==> src/rtl/pmod_dac_streamer.sv <==
// Parallel R-2R DAC driver: fixed-rate sample timer fed by a stream FIFO
// or a phase-accumulator generator (sawtooth, triangle, square).
module pmod_dac_streamer #(
  parameter int DATA_WIDTH      = 8,
  parameter int FIFO_DEPTH      = 16,
  parameter int CLKS_PER_SAMPLE = 25,
  parameter logic [DATA_WIDTH-1:0] IDLE_CODE =
    {1'b1, {(DATA_WIDTH-1){1'b0}}}
) (
  input  logic                          i_Clk,
  input  logic                          i_Rst_L,
  input  logic                          i_Enable,
  input  logic [1:0]                    i_Mode,
  input  logic [DATA_WIDTH-1:0]         i_Step,
  input  logic [DATA_WIDTH-1:0]         i_Data,
  input  logic                          i_Data_Valid,
  output logic                          o_Data_Ready,
  output logic [$clog2(FIFO_DEPTH):0]   o_Fifo_Count,
  output logic [DATA_WIDTH-1:0]         o_DAC_Data,
  output logic                          o_Sample_Strobe,
  output logic                          o_Underrun
);

  localparam int AW = $clog2(FIFO_DEPTH);
  localparam int CW = AW + 1;
  localparam int TW = $clog2(CLKS_PER_SAMPLE);
  localparam logic [TW-1:0] T_LAST = TW'(CLKS_PER_SAMPLE - 1);
  localparam logic [CW-1:0] DEPTH_C = CW'(FIFO_DEPTH);
  localparam logic [DATA_WIDTH-1:0] ONES = '1;

  typedef enum logic [1:0] {
    M_STREAM = 2'b00,
    M_SAW    = 2'b01,
    M_TRI    = 2'b10,
    M_SQR    = 2'b11
  } mode_e;

  mode_e mode;
  assign mode = mode_e'(i_Mode);

  logic [DATA_WIDTH-1:0] mem_q [FIFO_DEPTH];
  logic [AW-1:0]         wr_ptr_q, wr_ptr_d;
  logic [AW-1:0]         rd_ptr_q, rd_ptr_d;
  logic [CW-1:0]         count_q, count_d;
  logic [TW-1:0]         timer_q, timer_d;
  logic [DATA_WIDTH-1:0] phase_q, phase_d;
  logic [DATA_WIDTH-1:0] tri_q, tri_d;
  logic                  tri_dn_q, tri_dn_d;
  logic [DATA_WIDTH-1:0] dac_q, dac_d;
  logic                  stb_q, stb_d;
  logic                  und_q, und_d;

  logic                  push, pop, evt;
  logic [DATA_WIDTH-1:0] phase_nx;
  logic [DATA_WIDTH:0]   tri_sum;

  assign o_Data_Ready    = (count_q < DEPTH_C);
  assign o_Fifo_Count    = count_q;
  assign o_DAC_Data      = dac_q;
  assign o_Sample_Strobe = stb_q;
  assign o_Underrun      = und_q;

  assign push = i_Data_Valid && o_Data_Ready;
  assign evt  = i_Enable && (timer_q == T_LAST);
  assign pop  = evt && (mode == M_STREAM) && (count_q != '0);

  always_comb begin
    wr_ptr_d = wr_ptr_q;
    rd_ptr_d = rd_ptr_q;
    count_d  = count_q + CW'(push) - CW'(pop);
    timer_d  = timer_q;
    phase_d  = phase_q;
    tri_d    = tri_q;
    tri_dn_d = tri_dn_q;
    dac_d    = dac_q;
    stb_d    = evt;
    und_d    = und_q;
    phase_nx = phase_q + i_Step;
    tri_sum  = {1'b0, tri_q} + {1'b0, i_Step};

    if (push) wr_ptr_d = wr_ptr_q + AW'(1);
    if (pop)  rd_ptr_d = rd_ptr_q + AW'(1);

    if (!i_Enable) begin
      timer_d  = '0;
      phase_d  = '0;
      tri_d    = '0;
      tri_dn_d = 1'b0;
      dac_d    = IDLE_CODE;
      und_d    = 1'b0;
    end else begin
      timer_d = evt ? '0 : timer_q + TW'(1);
      if (evt) begin
        unique case (mode)
          M_STREAM: begin
            if (count_q != '0) dac_d = mem_q[rd_ptr_q];
            else               und_d = 1'b1;
          end
          M_SAW: begin
            phase_d = phase_nx;
            dac_d   = phase_nx;
          end
          M_SQR: begin
            phase_d = phase_nx;
            dac_d   = phase_nx[DATA_WIDTH-1] ? ONES : '0;
          end
          M_TRI: begin
            phase_d = phase_nx;
            // Saturate at either rail and turn around there.
            if (!tri_dn_q) begin
              if (tri_sum >= {1'b0, ONES}) begin
                tri_d    = ONES;
                tri_dn_d = 1'b1;
              end else begin
                tri_d = tri_sum[DATA_WIDTH-1:0];
              end
            end else if (tri_q <= i_Step) begin
              tri_d    = '0;
              tri_dn_d = 1'b0;
            end else begin
              tri_d = tri_q - i_Step;
            end
            dac_d = tri_d;
          end
          default: ;
        endcase
      end
    end
  end

  always_ff @(posedge i_Clk) begin
    if (push) mem_q[wr_ptr_q] <= i_Data;
  end

  always_ff @(posedge i_Clk) begin
    if (!i_Rst_L) begin
      wr_ptr_q <= '0;
      rd_ptr_q <= '0;
      count_q  <= '0;
      timer_q  <= '0;
      phase_q  <= '0;
      tri_q    <= '0;
      tri_dn_q <= 1'b0;
      dac_q    <= IDLE_CODE;
      stb_q    <= 1'b0;
      und_q    <= 1'b0;
    end else begin
      wr_ptr_q <= wr_ptr_d;
      rd_ptr_q <= rd_ptr_d;
      count_q  <= count_d;
      timer_q  <= timer_d;
      phase_q  <= phase_d;
      tri_q    <= tri_d;
      tri_dn_q <= tri_dn_d;
      dac_q    <= dac_d;
      stb_q    <= stb_d;
      und_q    <= und_d;
    end
  end

endmodule

==> config.mk <==
export PLATFORM = sky130hd
export DESIGN_NAME = pmod_dac_streamer
export DESIGN_NICKNAME = d
export VERILOG_FILES = /design/src/rtl/pmod_dac_streamer.sv
export SDC_FILE = /design/constraint.sdc
export NUM_CORES = 1
export LEC_CHECK = 0
export ABC_AREA = 1
export BUFFER_PORTS_ARGS = -buffer_cell sky130_fd_sc_hd__buf_2
export CAP_MARGIN = 30
export CORE_UTILIZATION = 65
export DETAILED_ROUTE_END_ITERATION = 6
export PLACE_DENSITY = 0.84
export SETUP_SLACK_MARGIN = 0.1
export SYNTH_ARGS = -nofsm -noshare
export SYNTH_HDL_FRONTEND = slang
export SYNTH_SLANG_ARGS = --single-unit
==> constraint.sdc <==
create_clock -name i_Clk -period 5 [get_ports i_Clk]
set_input_delay 1 -clock i_Clk [delete_from_list [all_inputs] [get_ports i_Clk]]
set_output_delay 1 -clock i_Clk [all_outputs]
set_load 0.005 [all_outputs]
==> flow_metrics.env <==
export IMPL_ys_flop_type="edfxtp_1"
export IMPL_multi_input_area_um2=3110
export IMPL_drive_above_1_share_pct=10.5
export IMPL_layout_nets=914
export IMPL_report_final_slew_viol_count=0
export IMPL_drc=0
export IMPL_gp_congestion=0.948
export IMPL_peakVddDrop_uv=321
export IMPL_cts_tree="built"
export IMPL_crit_chain="buf_2 > nor2_1 > inv_1 > nor3_1 > ha_1 > inv_1 > ha_1 > inv_1 > fa_1 > nor3_1 > a211oi_1 > o21ai_0 > a21oi_1"
export IMPL_cts_clk_slew_worst_paths_ps=60
export IMPL_tns_ps=0
export IMPL_grt_overflow=0
export IMPL_cp_slowest_stage_delay_ps=570
export IMPL_seqCellArea_um2=4830
export IMPL_vias=6261
export IMPL_antenna_found_initial=0
export IMPL_required_ps=5310
export IMPL_p_leak_nw=3.64
export IMPL_endpoint_kind="flop"
export IMPL_postCtsSetupBuffers=0
export IMPL_cts_hold_buffers=0
export IMPL_async_reset_ff_share_pct=0
export IMPL_grt_pass1_wl_mm=31.2
export IMPL_design_area_um2=9250
export IMPL_clk_latency_ps=430
export IMPL_drv_cap=0
export IMPL_hold_violations=0
export IMPL_dp_cells=1005
export IMPL_port_buffers=37
export IMPL_setup_violations=0
export IMPL_cp_buffers_inverters=4
export IMPL_syn_num_nets=884
export IMPL_totalWireLength_mm=19.6
export IMPL_io_pins=38
export IMPL_core_area_um2=12600
export IMPL_crit_type="input port to flop"
export IMPL_final_period_utilization_pct=71.7
export IMPL_cts_buffer_depth=2
export IMPL_avgSynthCellArea_um2=10.2
export IMPL_stdcell_count=1037
export IMPL_antenna_left=0
export IMPL_viasPerCell=6.04
export IMPL_synth_cell_type_count=43
export IMPL_final_cell_mix="edfxtp_1, nand2_1, nor2_1"
export IMPL_track_usage_pct=31.6
export IMPL_syn_area_um2=8390
export IMPL_ctsResizeCount=0
export IMPL_yosysWarnings=0
export IMPL_status="completed"
export IMPL_powerDensity_nw_per_um2=347
export IMPL_cp_top_family="simple AND/OR/NAND/NOR gates"
export IMPL_area_delta_synth_final_pct=10.2
export IMPL_nFillCells=856
export IMPL_tightest_slew_ps=1050
export IMPL_slowest_stage="nor2_1"
export IMPL_yosys_register_bits=177
export IMPL_wl_per_cell_um=18.9
export IMPL_min_path_type="flop to flop"
export IMPL_grt_max_degree=65
export IMPL_die_x_um=116
export IMPL_fin_skew_ps=6.00
export IMPL_total_power_mw=3.21
export IMPL_cp_max_fo=12
export IMPL_dp_hpwl_mm=13.2
export IMPL_yosysSeqAreaShare_pct=57.5
export IMPL_clock_sinks=177
export IMPL_timing_fmax_ghz=0.279
export IMPL_worst_setup_path_start_kind="input port"
export IMPL_cts_root_buf="clkbuf_16"
export IMPL_rows=41
export IMPL_numCtsBuffers=17
export IMPL_period_minus_slack_ps=3580
export IMPL_rsz0062_at_grt="no"
export IMPL_final_common_cell="edfxtp_1"
export IMPL_synthCells=822
export IMPL_synth_edf_count=128
export IMPL_drt_iter0_markers=838
export IMPL_dieArea_um2=13400
export IMPL_diodes=0
export IMPL_placed_cell_area_um2=8680
export IMPL_cp_data_arrival_time_ps=3890
export IMPL_crit_top_cell="inv_1"
export IMPL_initial_core_util_pct=66.5
export IMPL_grt_pass1_vias=5992
export IMPL_h_tree_depth=4
export IMPL_dieHeight_um=116
export IMPL_maxSlewHeadroom_pct=29.7
export IMPL_drt_pre_antenna_iters=7
-- layout make-up --
class	count	share of cell area, %
clock buffer	18	4.64
clock inverter	14	1.47
inverter	87	3.56
multi-input combinational	529	33.6
sequential	177	52.2
tap	172	2.33
timing repair buffer	40	2.25
-- through the flow --
step	hold WS [ps]	utilization (%)	worst slack (ps)
3_5_place_dp	465	68.8	1050
2_1_floorplan	430	-	1990
3_3_place_gp	445	68.8	1170
4_1_cts	477	73.3	1470
5_1_grt	486	73.3	1100
6_report	471	73.3	1420
-- registers in the layout, indices dropped and copies added, names as in the netlist, 4 cells and up, named ones only --
register / cells
wr_ptr_q: 4
o_DAC_Data: 8
rd_ptr_q: 4
mem_q: 128
o_Fifo_Count: 5
phase_q: 8
tri_q: 8
timer_q: 5
-- logic make-up after synthesis --
family                   Yosys count  share of synthesized area (%)
adder cells (fa/ha/maj)           40                           6.32
XOR/XNOR                          13                           1.36
AND/OR/NAND/NOR                  296                           15.1
flip-flops                       177                           57.5
buffers and inverters            116                           5.50
multiplexers                      20                           2.39
AO/OA/AOI/OAI                    160                           11.8
-- final timing paths --
check        depth (start not counted)  slack, ps               to     startpoint
max                                 13       1420  o_Fifo_Count[4]      i_Mode[0]
min reg2reg                          2        470    o_DAC_Data[6]  o_DAC_Data[6]
min                                  2        470    o_DAC_Data[6]  o_DAC_Data[6]
max reg2reg                         13       2210  o_Fifo_Count[4]     timer_q[0]
-- Yosys cell counts (2+ instances only) --
cell type	n	area (um^2)
edfxtp_1	128	3840
nand2_1	118	443
nor2_1	103	387
inv_1	81	304
o21ai_0	65	325
dfxtp_1	49	981
nand3_1	45	225
ha_1	36	450
a21oi_1	34	170
mux2i_1	20	200
o221ai_1	20	175
clkbuf_1	16	60.1
o21bai_1	11	82.6
o32ai_1	11	96.3
buf_2	10	50.1
xor2_1	10	87.6
o211ai_1	9	67.6
nor3_1	8	40.0
nand3_2	7	70.1
fa_1	4	80.1
inv_2	4	15.0
a21oi_2	3	26.3
nand2_2	3	18.8
nor2_2	3	18.8
xnor2_1	3	26.3
a31oi_1	2	12.5
nand3b_1	2	15.0
nand4_1	2	12.5
-- per-layer routing --
metal | track usage, % | wire, um
met3 | 5.96 | 1470
met5 | 0 | 0
met4 | 13.6 | 630
met1 | 42.8 | 8050
met2 | 50.7 | 9440
-- where the power goes --
| part | switching [mW] | internal, mW | leakage, nW | total [mW] |
|---|---|---|---|---|
| logic | 0.192 | 0.0950 | 1.82 | 0.287 |
| clock network | 0.545 | 0.733 | 0.271 | 1.28 |
| registers | 0.0271 | 1.62 | 1.55 | 1.65 |
| total | 0.764 | 2.45 | 3.64 | 3.21 |
-- worst register-to-register path, stage by stage, from the launching register on --
cell      delay [ps]
dfxtp_1          340
inv_1             70
ha_1             130
nand4_1          240
nor3_1           420
ha_1             320
inv_1             60
ha_1             160
inv_1             60
fa_1             400
nor3_1           180
a211oi_1          80
o21ai_0          160
a21oi_1           50
Note: power is estimated with default switching activity, not from simulation.
